## src/rtl/spi_pkg.sv

```systemverilog
// Shared constants and types for the SPI responder and its pin synchronisers.
package spi_pkg;
  localparam int SPI_WIDTH = 8;
  localparam logic [SPI_WIDTH-1:0] SPI_TX_DEFAULT = 8'hFF;

  typedef enum logic [1:0] {
    SPI_S_IDLE,
    SPI_S_LOAD,
    SPI_S_SHIFT
  } spi_slave_state_t;
endpackage

```

## src/rtl/spi_sync_edge.sv

```systemverilog
// Multi-flop synchroniser for one asynchronous pin, with rise/fall detect on the
// synchronised value. RST_VAL sets the idle level so reset never fakes an edge.
module spi_sync_edge #(
  parameter int   STAGES  = 2,
  parameter logic RST_VAL = 1'b0
) (
  input  logic clk,
  input  logic rst,
  input  logic d,
  output logic q,
  output logic rise,
  output logic fall
);
  logic [STAGES-1:0] sync;
  logic              prev;

  always_ff @(posedge clk or negedge rst) begin
    if (!rst) begin
      sync <= {STAGES{RST_VAL}};
      prev <= RST_VAL;
    end else begin
      sync <= {sync[STAGES-2:0], d};
      prev <= sync[STAGES-1];
    end
  end

  assign q    = sync[STAGES-1];
  assign rise = q & ~prev;
  assign fall = ~q & prev;
endmodule

```

## src/rtl/spi_slave.sv

```systemverilog
// SPI responder, mode 0, MSB first, oversampled in the clk domain.
// state       | meaning
// SPI_S_IDLE  | cs high, miso parked low, waiting for cs fall
// SPI_S_LOAD  | one cycle: pull first TX byte into the shifter
// SPI_S_SHIFT | frame in progress, sample on sck rise, shift on sck fall
module spi_slave
  import spi_pkg::*;
#(
  parameter int                   SYNC_STAGES = 2,
  parameter logic [SPI_WIDTH-1:0] TX_DEFAULT  = SPI_TX_DEFAULT
) (
  input  logic                 clk,
  input  logic                 rst,
  input  logic                 sck,
  input  logic                 cs,
  input  logic                 mosi,
  output logic                 miso,
  input  logic [SPI_WIDTH-1:0] tx_data,
  input  logic                 tx_load,
  output logic                 tx_empty,
  output logic [SPI_WIDTH-1:0] rx_data,
  output logic                 rx_valid,
  output logic                 active,
  output logic                 underrun,
  output logic                 frame_err
);
  logic sck_s_unused, sck_rise, sck_fall;
  logic cs_s, cs_rise, cs_fall;
  logic mosi_s, mosi_rise_unused, mosi_fall_unused;

  spi_sync_edge #(.STAGES(SYNC_STAGES), .RST_VAL(1'b0)) u_sync_sck (
    .clk(clk), .rst(rst), .d(sck), .q(sck_s_unused), .rise(sck_rise), .fall(sck_fall)
  );
  spi_sync_edge #(.STAGES(SYNC_STAGES), .RST_VAL(1'b1)) u_sync_cs (
    .clk(clk), .rst(rst), .d(cs), .q(cs_s), .rise(cs_rise), .fall(cs_fall)
  );
  spi_sync_edge #(.STAGES(SYNC_STAGES), .RST_VAL(1'b0)) u_sync_mosi (
    .clk(clk), .rst(rst), .d(mosi), .q(mosi_s), .rise(mosi_rise_unused), .fall(mosi_fall_unused)
  );

  spi_slave_state_t     state;
  logic [SPI_WIDTH-1:0] tx_hold, tx_shift, rx_shift, reload_byte;
  logic [3:0]           bit_cnt;
  logic                 do_reload;

  // Reload happens at frame start and at every byte boundary (8th falling edge).
  always_comb begin
    reload_byte = tx_empty ? TX_DEFAULT : tx_hold;
    do_reload   = 1'b0;
    if (!cs_rise) begin
      if (state == SPI_S_LOAD) do_reload = 1'b1;
      if (state == SPI_S_SHIFT && sck_fall && bit_cnt == 4'd8) do_reload = 1'b1;
    end
  end

  always_ff @(posedge clk or negedge rst) begin
    if (!rst) begin
      state     <= SPI_S_IDLE;
      miso      <= 1'b0;
      rx_data   <= '0;
      rx_valid  <= 1'b0;
      tx_empty  <= 1'b1;
      underrun  <= 1'b0;
      frame_err <= 1'b0;
      tx_hold   <= TX_DEFAULT;
      tx_shift  <= '0;
      rx_shift  <= '0;
      bit_cnt   <= '0;
    end else begin
      rx_valid  <= 1'b0;
      underrun  <= 1'b0;
      frame_err <= 1'b0;
      if (cs_rise) begin
        state     <= SPI_S_IDLE;
        miso      <= 1'b0;
        bit_cnt   <= '0;
        frame_err <= (bit_cnt != 4'd0);
      end else begin
        case (state)
          SPI_S_IDLE: begin
            miso <= 1'b0;
            if (cs_fall) state <= SPI_S_LOAD;
          end
          SPI_S_LOAD: state <= SPI_S_SHIFT;
          SPI_S_SHIFT: begin
            if (sck_rise) begin
              rx_shift <= {rx_shift[SPI_WIDTH-2:0], mosi_s};
              bit_cnt  <= bit_cnt + 4'd1;
              if (bit_cnt == 4'd7) begin
                rx_data  <= {rx_shift[SPI_WIDTH-2:0], mosi_s};
                rx_valid <= 1'b1;
              end
            end else if (sck_fall && bit_cnt != 4'd0 && bit_cnt != 4'd8) begin
              tx_shift <= {tx_shift[SPI_WIDTH-2:0], 1'b0};
              miso     <= tx_shift[SPI_WIDTH-2];
            end
          end
          default: state <= SPI_S_IDLE;
        endcase
      end
      if (do_reload) begin
        tx_shift <= reload_byte;
        miso     <= reload_byte[SPI_WIDTH-1];
        underrun <= tx_empty;
        tx_empty <= 1'b1;
        bit_cnt  <= '0;
      end
      // A load coinciding with a reload lands after it: old byte goes out, new one is held.
      if (tx_load) begin
        tx_hold  <= tx_data;
        tx_empty <= 1'b0;
      end
    end
  end

  assign active = ~cs_s;
endmodule

```

## config.mk

```make
export PLATFORM = sky130hd
export DESIGN_NAME = spi_slave
export DESIGN_NICKNAME = d
export VERILOG_FILES = /design/src/rtl/spi_pkg.sv /design/src/rtl/spi_sync_edge.sv /design/src/rtl/spi_slave.sv
export SDC_FILE = /design/constraint.sdc
export NUM_CORES = 1
export LEC_CHECK = 0
export BUFFER_PORTS_ARGS = -buffer_cell sky130_fd_sc_hd__buf_2
export CAP_MARGIN = 20
export CORE_UTILIZATION = 60
export CTS_CLUSTER_DIAMETER = 30
export DETAILED_ROUTE_END_ITERATION = 8
export PLACE_DENSITY_LB_ADDON = 0.05
export REMOVE_ABC_BUFFERS = 1
export SLEW_MARGIN = 20
export SYNTH_ARGS = -nofsm -noshare
export SYNTH_HDL_FRONTEND = slang
export SYNTH_SLANG_ARGS = --single-unit
```

## constraint.sdc

```tcl
create_clock -name clk -period 3.1 [get_ports clk]
set_input_delay 0.62 -clock clk [delete_from_list [all_inputs] [get_ports clk]]
set_output_delay 0.62 -clock clk [all_outputs]
set_load 0.01 [all_outputs]
```

==> qor.txt <==
P_leak: 1.032 nW
Fin. Hold Viols: 0
status: complete, no violations
element type at the critical path end: flop
Critical-path top delay cell: dfstp_2
CP arrival: 2.49 ns
maximum fanout along the worst path: 10
fin crit period: 2.222 ns
overall power: 1.383 mW
initial antenna violation count: 0
CTS tree: yes
Setup CP Type: reg -> reg
type of origin of the critical path: flop
PwrDens: 625.7 nW/um^2
fraction of the yosys area taken by sequential cells: 62.43%
final max-slew violation count: 0
clk slew on worst S/H paths: 0.14 ns
Placed Cells: 214
Mapped Avg Cell Area: 13.43 sq um
CTS Buf Count: 5
Synth cell types: 31
Post-CTS Setup Inserts: 0
slew margin rel.: 62.03%
first-pass GRT wire length: 5092 microns
worst-case reg-to-reg path depth: 6
# port buffers: 27
post-CTS sizing: 0
via count: 1190
CTS Buffer Depth: 2
CTS root buf: clkbuf_4
GPL Wtd Cong: 0.8701
worst-margin pin slew: 0.5695 ns
Seq. cell area: 1241 sq um
Rows: 20
Tcrit/Tclk final: 71.68%
residual DRC count: 0
DP HPWL: 2164 microns
RSZ-0062 raised after global routing: false
antenna-violating nets left: 0
grt total ovfl: 0
setup TNS: 0 ns
Synth Register Bits: 49
Clock Latency Late Sink: 0.36 ns
DR iter-0 viols: 50
die area: 3548 sq um
DR vias/cell: 5.360
worst setup path start: u_sync_cs.prev
multi-input combinational cell area: 695.7 sq um
CP cell instances: inv_1, ha_1, and2b_2, nand3_4, nor3_4, mux2_2
max incr delay on CP: 0.54 ns
worst hold path type: in -> async
Die W: 59.57 microns
number of placed I/O pins: 28
H-tree depth: 2
Post-CTS Hold Fix Bufs: 0
RR Endpoint: rx_data[3]
Fmax achieved: 450.0 MHz
commonest cells after routing, fill and taps aside: 37 x dfrtp_1, 26 x buf_2, 23 x mux2_2
Die H: 59.57 microns
number of antenna diodes: 0
worst reg2reg path startpoint: u_sync_cs.prev
FF-to-FF setup slack: 0.88 ns
Synth Cell Area: 1988 sq um
Post-layout nets: 194
number of global-route vias before repair: 1163
Cells after Synth: 148
YS warnings: 0
Detailed Route WL: 2970 microns
layout cell share with drive strength beyond 1: 45.51%
commonest non-fill, non-tap cell in the layout: dfrtp_1
all-layer global routing usage: 20.17%
drt first pass iters: 4
largest net degree at the start of global routing: 50
Filler cells: 249
worst vdd ir: 395.5 uV
Initial Utilization: 64.07%
clock sink count: 49
Final Setup Violations: 0
Max Cap Viol: 0
required time worst endpoint: 3.36 ns
crit path capture: rx_data[3]
final instance count without filler cells: 222
Area growth, synth to finish: 11.20%
total core area: 3103 sq um
Clock Skew: 0.003160 ns
DR WL/cell: 13.38 microns
worst min path at each step:
stage,start,endpoint,slack (ns)
floorplan,rst,bit_cnt[0],0.32
global placement,u_sync_mosi.sync[0],u_sync_mosi.sync[1],0.33
detailed placement,u_sync_mosi.sync[0],u_sync_mosi.sync[1],0.34
CTS,cs,u_sync_cs.sync[0],0.32
global route,rst,bit_cnt[0],0.25
finish,rst,bit_cnt[0],0.23
power by group:
part	total (mW)	leakage, nW	internal [mW]	switching (mW)
registers	0.838	0.604	0.753	0.0853
clock network	0.290	0.0316	0.0900	0.200
logic	0.256	0.397	0.136	0.119
worst max-delay path, delay by kind of cell (launching register included):
family,cells,cell delay (ns)
mux,1,0.39
buf+inv,1,0.04
flops,1,0.54
fa+ha+maj,1,0.28
simple gates,3,0.87
area by class of cell:
type	instances	area share [%]
Clock inverter	3	0.9621
Tap cell	44	2.490
Clock buffer	5	1.698
Inverter	6	1.019
Multi-Input combinational cell	88	31.47
Timing Repair Buffer	27	6.225
Sequential cell	49	56.14
registers in the layout (all words and copies together), names as in the netlist, 2 cells and up:
| register | flops |
|---|---|
| state | 2 |
| tx_shift | 7 |
| tx_hold | 8 |
| u_sync_sck.sync | 2 |
| rx_shift | 7 |
| u_sync_mosi.sync | 2 |
| bit_cnt | 4 |
| u_sync_cs.sync | 2 |
| rx_data | 8 |
routing by layer:
| metal | track usage [%] | vias to the layer above | part of all wire (%) |
|---|---|---|---|
| met2 | 32.58 | 38 | 49 |
| met4 | 8.638 | 0 | 1.4 |
| li1 | - | 573 | - |
| met1 | 24.37 | 574 | 44 |
| met3 | 7.424 | 5 | 5.4 |
| met5 | 0 | - | 0 |
metrics by stage:
step | setup slack (ns) | area (sq um) | hold WS (ns) | utilization [%]
after floorplan | 1.070 | 1959 | 0.3244 | -
after global placement | 0.9617 | 2150 | 0.3321 | 69.27
after detailed placement | 0.8776 | 2150 | 0.3378 | 69.27
after CTS | 0.8661 | 2208 | 0.3220 | 71.17
after global routing | 0.7762 | 2211 | 0.2541 | 71.25
final | 0.8779 | 2211 | 0.2331 | 71.25
cells by family after synthesis:
kind of cell / count (synthesis) / synth area share, %
mux: 23 / 13.03
flops: 49 / 62.43
fa+ha+maj: 3 / 1.888
compound gates: 16 / 6.419
buf+inv: 11 / 2.580
simple gates: 43 / 12.34
xor+xnor: 3 / 1.322
synthesized netlist by cell type:
library cell   n  share of area [%]
nor4bb_1       1               0.50
nand3_1        3               0.75
o31ai_1        1               0.38
and2b_2        1               0.44
nor4_1         1               0.31
and2_1         1               0.31
nor2b_1        1               0.31
dfrtp_1       37                 47
nor3_4         1               0.82
o21ai_0        2               0.50
nand2b_1       3               0.94
nand4_1        2               0.63
dfstp_2       12                 16
a21oi_1        5                1.3
and4bb_2       1               0.63
nand3_4        1               0.88
xor2_1         2               0.88
ha_1           3                1.9
inv_1          6                1.1
nor3b_2        1               0.63
o221a_2        6                3.4
xnor2_1        1               0.44
nand2_1        9                1.7
buf_6          1               0.57
mux2_2        23                 13
a32o_1         1               0.50
nor2_1        13                2.5
o211ai_1       1               0.38
buf_2          2               0.50
nor3_1         4                1.0
clkbuf_1       2               0.38
Note: power is estimated with default switching activity, not from simulation.
